--- src/rtl/macrocell_pkg.sv ---
// macrocell_pkg
//   Shared types and configuration-vector layout for the programmable
//   macrocell. Field positions are functions of the product-term count so
//   the top level and any software/fuse tooling agree on one layout.
//   Layout (LSB first): pt_include[PT_COUNT-1:0], reg_mode[1:0], xor_invert,
//   ce_select, clr_select, preset_select, expander_share.
package macrocell_pkg;

  typedef enum logic [1:0] {
    BYPASS  = 2'b00,
    DFF     = 2'b01,
    TFF     = 2'b10,
    FAST_IN = 2'b11
  } reg_mode_e;

  function automatic int cfg_width(input int pt_count);
    return pt_count + 7;
  endfunction

  function automatic int reg_mode_lsb(input int pt_count);
    return pt_count;
  endfunction

  function automatic int xor_invert_bit(input int pt_count);
    return pt_count + 2;
  endfunction

  function automatic int ce_select_bit(input int pt_count);
    return pt_count + 3;
  endfunction

  function automatic int clr_select_bit(input int pt_count);
    return pt_count + 4;
  endfunction

  function automatic int preset_select_bit(input int pt_count);
    return pt_count + 5;
  endfunction

  function automatic int expander_share_bit(input int pt_count);
    return pt_count + 6;
  endfunction

endpackage

--- src/rtl/parametric_macrocell_if.sv ---
// parametric_macrocell_if
//   Bundles the macrocell's array-side and neighbour-side signals.
//   master: AND-array / fuse side (drives configuration, product terms,
//           fast input pin and incoming expander chain).
//   slave : the macrocell itself.
//   Signals: configuration, product_term_results, input_from_io_pin,
//   parallel_expander_in/out, expander_product_term_output,
//   macrocell_output, register_feedback.
interface parametric_macrocell_if #(
  parameter int PT_COUNT = 5
);
  localparam int CFG_W = PT_COUNT + 7;

  logic [CFG_W-1:0]    configuration;
  logic [PT_COUNT-1:0] product_term_results;
  logic                input_from_io_pin;
  logic                parallel_expander_in;
  logic                parallel_expander_out;
  logic                expander_product_term_output;
  logic                macrocell_output;
  logic                register_feedback;

  modport master (
    output configuration, product_term_results, input_from_io_pin,
           parallel_expander_in,
    input  parallel_expander_out, expander_product_term_output,
           macrocell_output, register_feedback
  );

  modport slave (
    input  configuration, product_term_results, input_from_io_pin,
           parallel_expander_in,
    output parallel_expander_out, expander_product_term_output,
           macrocell_output, register_feedback
  );
endinterface

--- src/rtl/macrocell_register.sv ---
// macrocell_register
//   Macrocell flip-flop with synchronous clear/preset priority, clock
//   enable and D/T/fast-input mode selection.
//   Ports: i_clk, i_rst (async, active-high), i_mode, i_logic_out,
//   i_fast_in, i_sync_clr, i_sync_pre, i_enable, o_q.
module macrocell_register
  import macrocell_pkg::*;
(
  input  logic      i_clk,
  input  logic      i_rst,
  input  reg_mode_e i_mode,
  input  logic      i_logic_out,
  input  logic      i_fast_in,
  input  logic      i_sync_clr,
  input  logic      i_sync_pre,
  input  logic      i_enable,
  output logic      o_q
);
  logic r_q;

  // Clear beats preset, and both act even when the clock enable is low.
  always_ff @(posedge i_clk or posedge i_rst) begin
    if (i_rst) begin
      r_q <= 1'b0;
    end else if (i_sync_clr) begin
      r_q <= 1'b0;
    end else if (i_sync_pre) begin
      r_q <= 1'b1;
    end else if (i_enable) begin
      case (i_mode)
        DFF:     r_q <= i_logic_out;
        TFF:     r_q <= r_q ^ i_logic_out;
        FAST_IN: r_q <= i_fast_in;
        default: r_q <= r_q;
      endcase
    end
  end

  assign o_q = r_q;
endmodule

--- src/rtl/parametric_macrocell.sv ---
// parametric_macrocell
//   CPLD-style macrocell: product-term selection, sum-of-products with
//   optional parallel expander chain, XOR polarity control, a configurable
//   register (macrocell_register) and the output mux.
//   Ports: global_clock, global_clear (async, active-high), bus (slave
//   modport of parametric_macrocell_if carrying configuration, product
//   terms, fast input, expander chain and the three cell outputs).
//   Build option: MACROCELL_PARALLEL_EXPANDER_EN -- when defined the
//   incoming parallel expander is ORed into the sum and forwarded; when
//   undefined it is ignored and parallel_expander_out is tied to 0.
module parametric_macrocell
  import macrocell_pkg::*;
#(
  parameter int PT_COUNT = 5
) (
  input logic                  global_clock,
  input logic                  global_clear,
  parametric_macrocell_if.slave bus
);
  localparam int CFG_W    = cfg_width(PT_COUNT);
  localparam int MODE_LSB = reg_mode_lsb(PT_COUNT);

  logic [PT_COUNT-1:0] w_pt;
  logic [PT_COUNT-1:0] w_pt_include;
  logic [PT_COUNT-1:0] w_repurposed;
  reg_mode_e           w_mode;
  logic                w_xor_invert;
  logic                w_ce_sel;
  logic                w_clr_sel;
  logic                w_pre_sel;
  logic                w_share;
  logic                w_sum_terms;
  logic                w_sum;
  logic                w_logic_out;
  logic                w_q;
  logic                w_sync_clr;
  logic                w_sync_pre;
  logic                w_enable;

  assign w_pt         = bus.product_term_results;
  assign w_pt_include = bus.configuration[PT_COUNT-1:0];
  assign w_mode       = reg_mode_e'(bus.configuration[MODE_LSB +: 2]);
  assign w_xor_invert = bus.configuration[xor_invert_bit(PT_COUNT)];
  assign w_ce_sel     = bus.configuration[ce_select_bit(PT_COUNT)];
  assign w_clr_sel    = bus.configuration[clr_select_bit(PT_COUNT)];
  assign w_pre_sel    = bus.configuration[preset_select_bit(PT_COUNT)];
  assign w_share      = bus.configuration[expander_share_bit(PT_COUNT)];

  // Terms borrowed for control are pulled out of the sum. With
  // PT_COUNT=3 PT[1] can be both preset and enable, hence the ORs.
  always_comb begin
    w_repurposed               = '0;
    w_repurposed[0]            = w_clr_sel;
    w_repurposed[1]            = w_repurposed[1] | w_pre_sel;
    w_repurposed[PT_COUNT-2]   = w_repurposed[PT_COUNT-2] | w_ce_sel;
    w_repurposed[PT_COUNT-1]   = w_repurposed[PT_COUNT-1] | w_share;
  end

  assign w_sum_terms = |(w_pt & w_pt_include & ~w_repurposed);

`ifdef MACROCELL_PARALLEL_EXPANDER_EN
  assign w_sum                     = w_sum_terms | bus.parallel_expander_in;
  assign bus.parallel_expander_out = w_sum;
`else
  assign w_sum                     = w_sum_terms;
  assign bus.parallel_expander_out = 1'b0;
`endif

  assign w_logic_out = w_sum ^ w_xor_invert;

  assign w_sync_clr = w_clr_sel & w_pt[0];
  assign w_sync_pre = w_pre_sel & w_pt[1];
  assign w_enable   = ~w_ce_sel | w_pt[PT_COUNT-2];

  macrocell_register u_reg (
    .i_clk       (global_clock),
    .i_rst       (global_clear),
    .i_mode      (w_mode),
    .i_logic_out (w_logic_out),
    .i_fast_in   (bus.input_from_io_pin),
    .i_sync_clr  (w_sync_clr),
    .i_sync_pre  (w_sync_pre),
    .i_enable    (w_enable),
    .o_q         (w_q)
  );

  // Shared expander is active-low so an unused one reads as 1.
  assign bus.expander_product_term_output = w_share ? ~w_pt[PT_COUNT-1] : 1'b1;
  assign bus.macrocell_output  = (w_mode == BYPASS) ? w_logic_out : w_q;
  assign bus.register_feedback = w_q;
endmodule

--- src/flat_wrapper.sv ---
// flat-port wrapper written by rule: the top's interface ports become plain ports
module parametric_macrocell_flat import macrocell_pkg::*;
#(
  parameter int PT_COUNT = 5
)
  (global_clock, global_clear, bus_configuration, bus_product_term_results, bus_input_from_io_pin, bus_parallel_expander_in, bus_parallel_expander_out, bus_expander_product_term_output, bus_macrocell_output, bus_register_feedback);
  parametric_macrocell_if #(.PT_COUNT(PT_COUNT)) bus_i ();
  input logic global_clock;
  input logic global_clear;
  input wire logic [$bits(bus_i.configuration)-1:0] bus_configuration;
  input wire logic [$bits(bus_i.product_term_results)-1:0] bus_product_term_results;
  input wire logic [$bits(bus_i.input_from_io_pin)-1:0] bus_input_from_io_pin;
  input wire logic [$bits(bus_i.parallel_expander_in)-1:0] bus_parallel_expander_in;
  output wire logic [$bits(bus_i.parallel_expander_out)-1:0] bus_parallel_expander_out;
  output wire logic [$bits(bus_i.expander_product_term_output)-1:0] bus_expander_product_term_output;
  output wire logic [$bits(bus_i.macrocell_output)-1:0] bus_macrocell_output;
  output wire logic [$bits(bus_i.register_feedback)-1:0] bus_register_feedback;
  assign bus_i.configuration = bus_configuration;
  assign bus_i.product_term_results = bus_product_term_results;
  assign bus_i.input_from_io_pin = bus_input_from_io_pin;
  assign bus_i.parallel_expander_in = bus_parallel_expander_in;
  assign bus_parallel_expander_out = bus_i.parallel_expander_out;
  assign bus_expander_product_term_output = bus_i.expander_product_term_output;
  assign bus_macrocell_output = bus_i.macrocell_output;
  assign bus_register_feedback = bus_i.register_feedback;
  parametric_macrocell #(.PT_COUNT(PT_COUNT)) u_core (.global_clock(global_clock), .global_clear(global_clear), .bus(bus_i));
endmodule
--- config.mk ---
export PLATFORM = sky130hd
export DESIGN_NAME = parametric_macrocell_flat
export DESIGN_NICKNAME = d
export VERILOG_FILES = /design/src/rtl/macrocell_pkg.sv /design/src/rtl/parametric_macrocell_if.sv /design/src/rtl/macrocell_register.sv /design/src/rtl/parametric_macrocell.sv /design/src/flat_wrapper.sv
export SDC_FILE = /design/constraint.sdc
export NUM_CORES = 1
export LEC_CHECK = 0
export BUFFER_PORTS_ARGS = -buffer_cell sky130_fd_sc_hd__clkbuf_2
export CAP_MARGIN = 10
export CORE_AREA = 3 3 40 42
export CTS_BUF_LIST = sky130_fd_sc_hd__clkbuf_8
export CTS_CLUSTER_DIAMETER = 40
export CTS_CLUSTER_SIZE = 20
export DETAILED_ROUTE_END_ITERATION = 10
export DIE_AREA = 0 0 43 45
export GPL_ROUTABILITY_DRIVEN = 0
export PLACE_DENSITY = 0.51
export SLEW_MARGIN = 20
export SYNTH_ARGS = -nofsm -noshare
export SYNTH_HDL_FRONTEND = slang
export SYNTH_SLANG_ARGS = --single-unit
--- constraint.sdc ---
create_clock -name global_clock -period 1.51 [get_ports global_clock]
set_input_delay 0.151 -clock global_clock [delete_from_list [all_inputs] [get_ports global_clock]]
set_output_delay 0.151 -clock global_clock [all_outputs]
set_load 0.01 [all_outputs]
==> results of run 1 <==
==> worst max-delay path: stages <==
cell and delay [ns]:
clkbuf_2 0.07, inv_1 0.04, a32o_2 0.26, or4_4 0.48, nand3_1 0.09, nand2_1 0.05, clkbuf_2 0.12
==> metrics by stage <==
stage                     utilization [%]  setup slack, ns  hold slack [ns]
after global routing                 26.6          0.00956            0.477
final                                26.6           0.0869            0.448
after global placement               25.7           0.0578          -0.0299
after detailed placement             25.7           0.0533          -0.0282
after floorplan                         -            0.262           -0.120
after CTS                            26.5           0.0494            0.457
==> metal layers <==
layer,global-route usage (%),share of wire (%),up-vias
met3,0.398,13,0
met4,0,0,0
met2,10.8,40,18
met5,0,0,-
met1,11.0,47,122
li1,-,-,166
==> placed cells by master (no fill, tap or decap), drive strengths merged <==
master,synthesis,final
a21oi,2,2
a22o,1,1
a31oi,1,1
a32o,2,2
clkbuf,0,22
conb,1,1
dfrtp,1,1
dlygate4sd3,0,1
inv,2,2
nand2,5,5
nand2b,1,1
nand3,2,2
nor2,2,2
nor2b,2,2
nor4,1,1
o211a,1,1
o21ai,2,2
o22ai,2,2
o31ai,2,2
or4,1,1
==> kinds of logic after synthesis <==
logic type | Yosys count | synth area share, %
and+or+nand+nor | 14 | 34.7
other | 1 | 1.79
AOI/OAI and AO/OA | 13 | 44.3
buffers and inverters | 3 | 7.19
DFF | 1 | 12.0
==> final cells by class <==
| type | instances | share of cell area (%) |
|---|---|---|
| inverters | 2 | 2.20 |
| multi-input cells | 28 | 49.8 |
| flip-flops and latches | 1 | 7.33 |
| well taps | 15 | 5.49 |
| repair buffers | 23 | 35.2 |
==> worst min path at each step <==
stage	slack, ns	startpoint	endpoint
2_1_floorplan	-0.12	global_clear	u_core.u_reg.o_q
3_3_place_gp	-0.03	global_clear	u_core.u_reg.o_q
3_5_place_dp	-0.03	global_clear	u_core.u_reg.o_q
4_1_cts	0.46	bus_product_term_results[0]	u_core.u_reg.o_q
5_1_grt	0.48	bus_product_term_results[0]	u_core.u_reg.o_q
6_report	0.45	bus_product_term_results[0]	u_core.u_reg.o_q
==> cell usage after synthesis <==
library cell	instances	area, um^2
a32o_1	2	20.0
o31ai_1	2	15.0
o22ai_1	2	12.5
nor2b_1	2	12.5
buf_4	1	7.51
a21oi_1	2	10.0
a31oi_1	1	6.26
nand2b_1	1	6.26
dfrtp_1	1	25.0
nor2_1	2	7.51
nor4_1	1	6.26
nand3_1	2	10.0
conb_1	1	3.75
o211a_1	1	10.0
o21ai_0	2	10.0
or4_4	1	11.3
nand2_1	5	18.8
inv_1	2	7.51
a22o_1	1	8.76
==> report_power, final <==
group	leakage [uW]	internal [uW]	total, uW	switching (uW)
Combinational	0.000181	50.1	96.0	45.9
Sequential	0.0000117	31.5	36.8	5.27
Clock	0	0	0	0
==> timing repair <==
| item | in CTS | in global routing |
|---|---|---|
| gates resized for setup | 0 | 1 |
| hold endpoints to repair | 1 | 0 |
| hold buffers | 1 | 0 |
| endpoints found under the setup margin | 0 | 1 |
| buffers inserted | 0 | 0 |
==> metrics.txt, run 1 <==
status finished clean; fill cell count 146; area grow syn2layout 63.5%; MaxCap Viol Count 0; dpl cells 68; Pwr Density slightly below 400 mW/mm^2; Pins Over Slew Limit 0; worst vdd ir 124 uV; RSZ-0062 raised after global routing false; Synth Area per Inst about 6.5 um^2; worst setup path start bus_configuration[8]; crit start category input pin; hold depth 3; Post-Route WL roughly 640 um; Final HPWL DP 583 um; total leakage power ~0.00019 uW; placed cell area 330 um^2; Post-layout nets 77; Die Y-Extent ~45 um; number of port buffers 22; clock transition at the registers of the reported paths 0 ns; Sum Neg Setup Slack 0 ns; Netlist cell types 19; vias in the first global route 261; Starting DRT DRC Count 1; I/O pins 25; core box area between 0.001 and 0.0015 mm^2; Die ar. just under 0.002 mm^2; vias after detailed routing ~310; f_max about 700 MHz; global-route wire length before repair around 1.1 mm; gr usage total under 10%; # setup viols final 0; # DRC 0; Period minus WS final ~1.4 ns; post-synthesis sequential area ratio a little under an eighth; final worst-path cycle share between 90 and 100%; worst hold path class input pin to flop; Chip Width roughly 43 um; CP required about 1.4 ns; antenna violations before repair 0; initial core utilization around 16%; Largest register FFs 1; overall power 133 uW; largest net degree at the start of global routing 7; crit path to bus_macrocell_output; Seq cells post-synth 1; CP Max Fanout 4; CP endpoint kind primary output; Clock Skew 0 ns; Final Hold Fails 0; GRT overflow 0; vias per cell around 4.4; layout cells sized above 1 between 40% and 50%; row count 13; Mapped Nets 53; Crit path arrival time 1.27 ns; Non-Filler Instances 69; final instance area between 300 and 400 um^2; Setup CP Type input pin to primary output; post-route ant nets 0; RR Endpoint u_core.u_reg.o_q; reg2reg start u_core.u_reg.o_q; wire per inst between 9 and 10 um; n_diodes 0; Worst-Skew Late Latency 0 ns; yosys warns 0; Worst R2R Setup Slack around 0.24 ns; Multi-input gate area about 170 um^2; Synth Cell Area between 200 and 250 um^2; worst-case reg-to-reg path depth 4; TritonRoute pass-1 iters 3; Synth Instances 32; register area about 25 um^2
Power figures use the tool's default switching activity.
==> run 2, diff against run 1 <==
ABC_AREA = 1   (was not set)
PLACE_DENSITY = 0.54   (was 0.51)
RECOVER_POWER = 100   (was not set)
==> run 2 against run 1 <==
Die area unchanged. Worst hold slack improved by 0.020 ns. Routed wire length grew 0.47%. Global-route usage decreased by 0.58 points. Synthesized area grew 18%. Highest routed layer unchanged. Critical path depth is 2 higher. Utilization increased by 2.3 points. Sequential share of layout area fell by 0.59 points. Via count up 12%.
==> metrics.txt, run 2 <==
Final Hold Fails 0 (unchanged); crit start category input pin; most frequent cells in the layout clkbuf_2, nand2_1, inv_1; GRT overflow 0 (unchanged); Post-Route WL 643 um (+0.47%); post-synthesis sequential area ratio 10.2% (-1.8 points); RR Endpoint u_core.u_reg.o_q; core box area 0.00128 mm^2 (unchanged); vias after detailed routing 344 (+12%); row count 13 (unchanged); largest cells by area after synthesis nand2_1, nand3_1, inv_1; CP endpoint kind primary output; Non-Filler Instances 86 (+25%); wire per inst 7.48 um (-19%); worst hold path class input pin to flop; Period minus WS final 1.06 ns (-0.363 ns); critical path depth 9 (+2); status finished clean; crit path cell chain clkbuf_2 > inv_1 > nand3_1 > nand2_1 > nor2_1 > nand3_1 > nand3_1 > o21ai_1 > clkbuf_1; Chip Width 43 um (unchanged); RSZ-0062 raised after global routing false; crit path to bus_macrocell_output; worst vdd ir 180 uV (+45%); Synth Instances 49 (+53%); Comb pwr share 74.3% (+2.0 points); I/O pins 25 (unchanged); CP max stage delay 0.12 ns (-0.36 ns); reg2reg start u_core.u_reg.o_q; post-layout util 28.9% (+2.3 points); post-route ant nets 0 (unchanged); antenna violations before repair 0 (unchanged); Worst path slowest cell clkbuf_1; Sequential Power Share 25.7% (-2.0 points); layout cells sized above 1 33.8% (-11 points); CP required 1.36 ns (about the same); yosys warns 0 (unchanged); gr usage total 6.31% (-0.58 points); biggest area consumer among synthesized cells nand2_1; Pwr Density 371 mW/mm^2 (-4.6%); fraction of registers with async set/reset 100% (unchanged); area grow syn2layout 50.8%; top cells by count, synth nand2_1, inv_1, nand3_1; clock transition at the registers of the reported paths 0 ns (unchanged); final instance area 372 um^2 (+8.8%); EDFF count, synth 0 (unchanged); Worst R2R Setup Slack 0.56 ns (+0.32 ns); worst-case reg-to-reg path depth 5 (+1); clock share of power 0% (unchanged); # setup viols final 0 (unchanged); WHS 0.469 ns (+0.0201 ns); Seq cells post-synth 1 (unchanged); most common cell after layout, fill and taps aside clkbuf_2; Clock Skew 0 ns (unchanged); post-CTS sizing 0 (unchanged); Die ar. 0.00194 mm^2 (unchanged); placed cell area 368 um^2 (+11%); crit-path most repeated cell nand3_1; # DRC 0 (unchanged); Post-layout nets 94 (+22%); CP Max Fanout 3 (-1); Crit path buffers/inverters 3 (unchanged); MaxCap Viol Count 0 (unchanged); Starting DRT DRC Count 1 (unchanged); Mapped Nets 70 (+32%); switching power 58.7 uW (+15%); Multi-input gate area 174 um^2 (+2.2%); Synth Area per Inst 5.03 um^2 (-23%); Sum Neg Setup Slack 0 ns (unchanged); Crit path arrival time 0.91 ns (-0.36 ns); global-route wire length before repair 1.02 mm (-5.7%); initial core utilization 19.2% (+2.9 points); f_max 943 MHz (+34%); Worst-Skew Late Latency 0 ns (unchanged); TritonRoute pass-1 iters 2 (-1); vias per cell 4.00 (-9.8%); Most used DFF post-synth dfrtp_1; Synth Cell Area 246 um^2 (+18%); final worst-path cycle share 70.2% (-24 points); Internal Pwr Total 79.1 uW (-3.1%); Final HPWL DP 633 um (+8.6%); dpl cells 85 (+25%); largest net degree at the start of global routing 5 (-2); fill cell count 156 (+6.8%); crit-path leading delay family simple AND/OR/NAND/NOR gates; register area 25.0 um^2 (unchanged); post-synth top area share 18.3% (+6.3 points); Post CTS Setup Buffer Count 0 (unchanged); total leakage power 0.000231 uW (+20%); vias in the first global route 288 (+10%); Die Y-Extent 45 um (unchanged); Largest register FFs 1 (unchanged); n_diodes 0 (unchanged); most frequent cell after synthesis nand2_1; switch share 42.6% (+4.1 points); Pins Over Slew Limit 0 (unchanged); worst setup path start bus_configuration[10]; Netlist cell types 15 (-4); Setup CP Type input pin to primary output; number of port buffers 22 (unchanged)
run 2: cell types whose count changed after synthesis, sizes merged, moves of 2 or more:
cell | before | now
inv | 2 | 10
nand2 | 5 | 12
nor2b | 2 | 0
nand3 | 2 | 8
nor2 | 2 | 10
o31ai | 2 | 0
run 2: final cells by class:
cell class,count,share of cell area (%)
Timing Repair Buffer,23,31.3
Sequential cell,1,6.73
Multi-Input combinational cell,37,46.8
Inverter,10,10.1
Tap cell,15,5.05
run 2: cells by family after synthesis:
logic type             synth area share (%)
other                                  1.52
AO/OA/AOI/OAI                          16.2
AND/OR/NAND/NOR                        53.8
buffers and inverters                  18.3
flip-flops                             10.2
run 2: layer usage:
metal  track usage [%]  share of wire, %
met1              7.18                42
met4                 0                 0
met5                 0                 0
met3             0.398               6.8
met2              13.5                51
run 2: worst min-delay path by stage:
stage / depth (start not counted) / startpoint / to
2_1_floorplan: 1 / global_clear / u_core.u_reg.o_q
3_3_place_gp: 2 / global_clear / u_core.u_reg.o_q
3_5_place_dp: 2 / global_clear / u_core.u_reg.o_q
4_1_cts: 3 / bus_product_term_results[0] / u_core.u_reg.o_q
5_1_grt: 3 / bus_product_term_results[0] / u_core.u_reg.o_q
6_report: 3 / bus_product_term_results[0] / u_core.u_reg.o_q
run 2: metrics by stage:
step / total power [uW] / worst slack, ns
floorplan: 95.0 / 0.585
global placement: 140 / 0.448
detailed placement: 141 / 0.454
CTS: 144 / 0.455
global route: 154 / 0.289
finish: 138 / 0.450
run 2: worst register-to-register path: cells and delay by family (launching register included):
kind,cells,cell delay (ns)
AO/OA/AOI/OAI,2,0.29
AND/OR/NAND/NOR,2,0.15
flip-flops,1,0.38
buffers and inverters,1,0.04
run 2: power groups by stage:
| stage | clock network, uW | registers [uW] | logic [uW] |
|---|---|---|---|
| finish | 0 | 35.4 | 102 |
| global route | 0 | 36.9 | 117 |
| CTS | 0 | 35.8 | 108 |
| detailed placement | 0 | 35.7 | 106 |
| global placement | 0 | 35.8 | 104 |
| floorplan | 0 | 36.8 | 58.1 |
run 2: timing repair:
item	4_1_cts	5_1_grt
setup endpoints to repair	0	0
hold buffers	1	0
hold endpoints to repair	1	0
==> run 3, diff against run 2 <==
PLACE_DENSITY = 0.56   (was 0.54)
clock period = 0.9 ns   (was 1.51 ns; I/O delays follow)
==> run 3 against run 2 <==
The flow now finishes with violations (setup timing). Sequential share of layout area decreased by 1.9 points. Utilization rose by 11 points. Sequential power up 69%. Total power up 130%. Global-route usage increased by 1.7 points. Cell area grew 40%. Critical endpoint is now u_core.u_reg.o_q. Largest power group unchanged.
==> metrics.txt, run 3 (same netlist as run 2, synthesis figures left out) <==
GRT overflow 0 (unchanged); worst vdd ir 343 uV (+91%); crit-path most repeated cell nand2_1; Multi-input gate area 249 um^2 (+43%); RSZ-0062 raised after global routing true; failing checks setup timing; register area 25.0 um^2 (unchanged); gr usage total 7.97% (+1.7 points); dpl cells 90 (+5.9%); Post-layout nets 99 (+5.3%); Post-Route WL 781 um (+21%); n_diodes 0 (unchanged); post-route ant nets 0 (unchanged); total leakage power 0.000289 uW (+25%); vias in the first global route 360 (+25%); Worst path slowest cell a21oi_2; most common cell after layout, fill and taps aside clkbuf_2; fill cell count 159 (+1.9%); MaxCap Viol Count 0 (unchanged); core box area 0.00128 mm^2 (unchanged); vias after detailed routing 379 (+10%); Chip Width 43 um (unchanged); Worst-Skew Late Latency 0 ns (unchanged); row count 13 (unchanged); final worst-path cycle share 104%; CP max stage delay 0.12 ns (about the same); Crit path buffers/inverters 1 (-2); # DRC 0 (unchanged); status complete, but fails checks; Crit path arrival time 0.86 ns (-0.05 ns); pre-CTS WS -0.0338 ns (-0.488 ns); Period minus WS final approximately 0.94 ns; number of port buffers 22 (unchanged); Final HPWL DP 653 um (+3.1%); clock transition at the registers of the reported paths 0 ns (unchanged); CP Max Fanout 2 (-1); Largest register FFs 1 (unchanged); Die Y-Extent 45 um (unchanged); antenna violations before repair 0 (unchanged); most frequent cells in the layout clkbuf_2, inv_1, buf_4; Setup CP Type input pin to flop; vias per cell 4.16 (+4.1%); wire per inst 8.58 um (+15%); area grow syn2layout 111%; CP endpoint kind flop; Clock Skew 0 ns (unchanged); layout cells sized above 1 60.5% (+27 points); Non-Filler Instances 91 (+5.8%); Starting DRT DRC Count 5 (+4); Final WS setup -0.0351 ns (-0.485 ns); global-route wire length before repair 1.31 mm (+28%); I/O pins 25 (unchanged); # setup viols final 2 (+2); crit path cell chain buf_8 > nand2_4 > nor2_4 > nor2_2 > nand3_2 > nand2_1 > nand3_1 > nand2_1 > nand2_2 > a21oi_2; TritonRoute pass-1 iters 4 (+2); initial core utilization 19.2% (unchanged); largest net degree at the start of global routing 5 (unchanged); worst hold path class input pin to flop; Die ar. 0.00194 mm^2 (unchanged); crit-path leading delay family simple AND/OR/NAND/NOR gates; Pins Over Slew Limit 0 (unchanged); crit start category input pin; overall power 313 uW (+130%); CP required 0.82 ns (-0.54 ns); Final Hold Fails 0 (unchanged); Pwr Density 604 mW/mm^2 (+63%); f_max between 1000 and 1500 MHz
run 3: tightest hold or removal path: stages:
cell and delay (ns):
buf_4 0.10, a32o_1 0.14, a21oi_2 0.03
run 3: final timing paths:
kind / cells past startpoint / slack, ns / endpoint / startpoint
max: 10 / -0.04 / u_core.u_reg.o_q / bus_product_term_results[4]
min: 3 / 0.41 / u_core.u_reg.o_q / bus_configuration[9]
max reg2reg: 5 / 0.01 / u_core.u_reg.o_q / u_core.u_reg.o_q
min reg2reg: 4 / 0.69 / u_core.u_reg.o_q / u_core.u_reg.o_q
max in group asynchronous: 3 / 0.35 / u_core.u_reg.o_q / global_clear
min in group asynchronous: 3 / 0.46 / u_core.u_reg.o_q / global_clear
run 3: repair_timing:
item	CTS	global route
endpoints found under the hold margin	1	0
hold buffers	1	0
resized for setup	0	32
pin swaps	0	8
endpoints found under the setup margin	2	2
buffers inserted	0	0
run 3: cell type report:
type / instances / area share (%)
inverter: 10 / 7.23
multi-input combinational: 37 / 48.0
sequential: 1 / 4.82
timing repair buffer: 28 / 36.4
tap: 15 / 3.61
run 3: stage by stage:
step	cell area [um^2]	util (%)	hold slack [ns]	TNS [ns]
final	519	40.4	0.406	-0.0669
after floorplan	246	-	-0.181	0
after detailed placement	405	31.5	-0.0918	-0.0623
after global placement	405	31.5	-0.0953	-0.0626
after global routing	519	40.4	0.428	-0.244
after CTS	415	32.3	0.420	-0.0692
run 3: power breakdown:
part | internal [uW] | switching (uW) | total (uW)
Clock | 0 | 0 | 0
Sequential | 52.8 | 7.17 | 60.0
Combinational | 130 | 123 | 253
run 3: metal layers:
metal	share of wire, %	wire [um]	vias to the layer above	track usage (%)
met5	0	0	-	0
met4	0	0	0	0
met3	6.0	47	0	0.398
met2	54	418	14	14.7
met1	40	314	159	11.0
li1	-	-	206	-
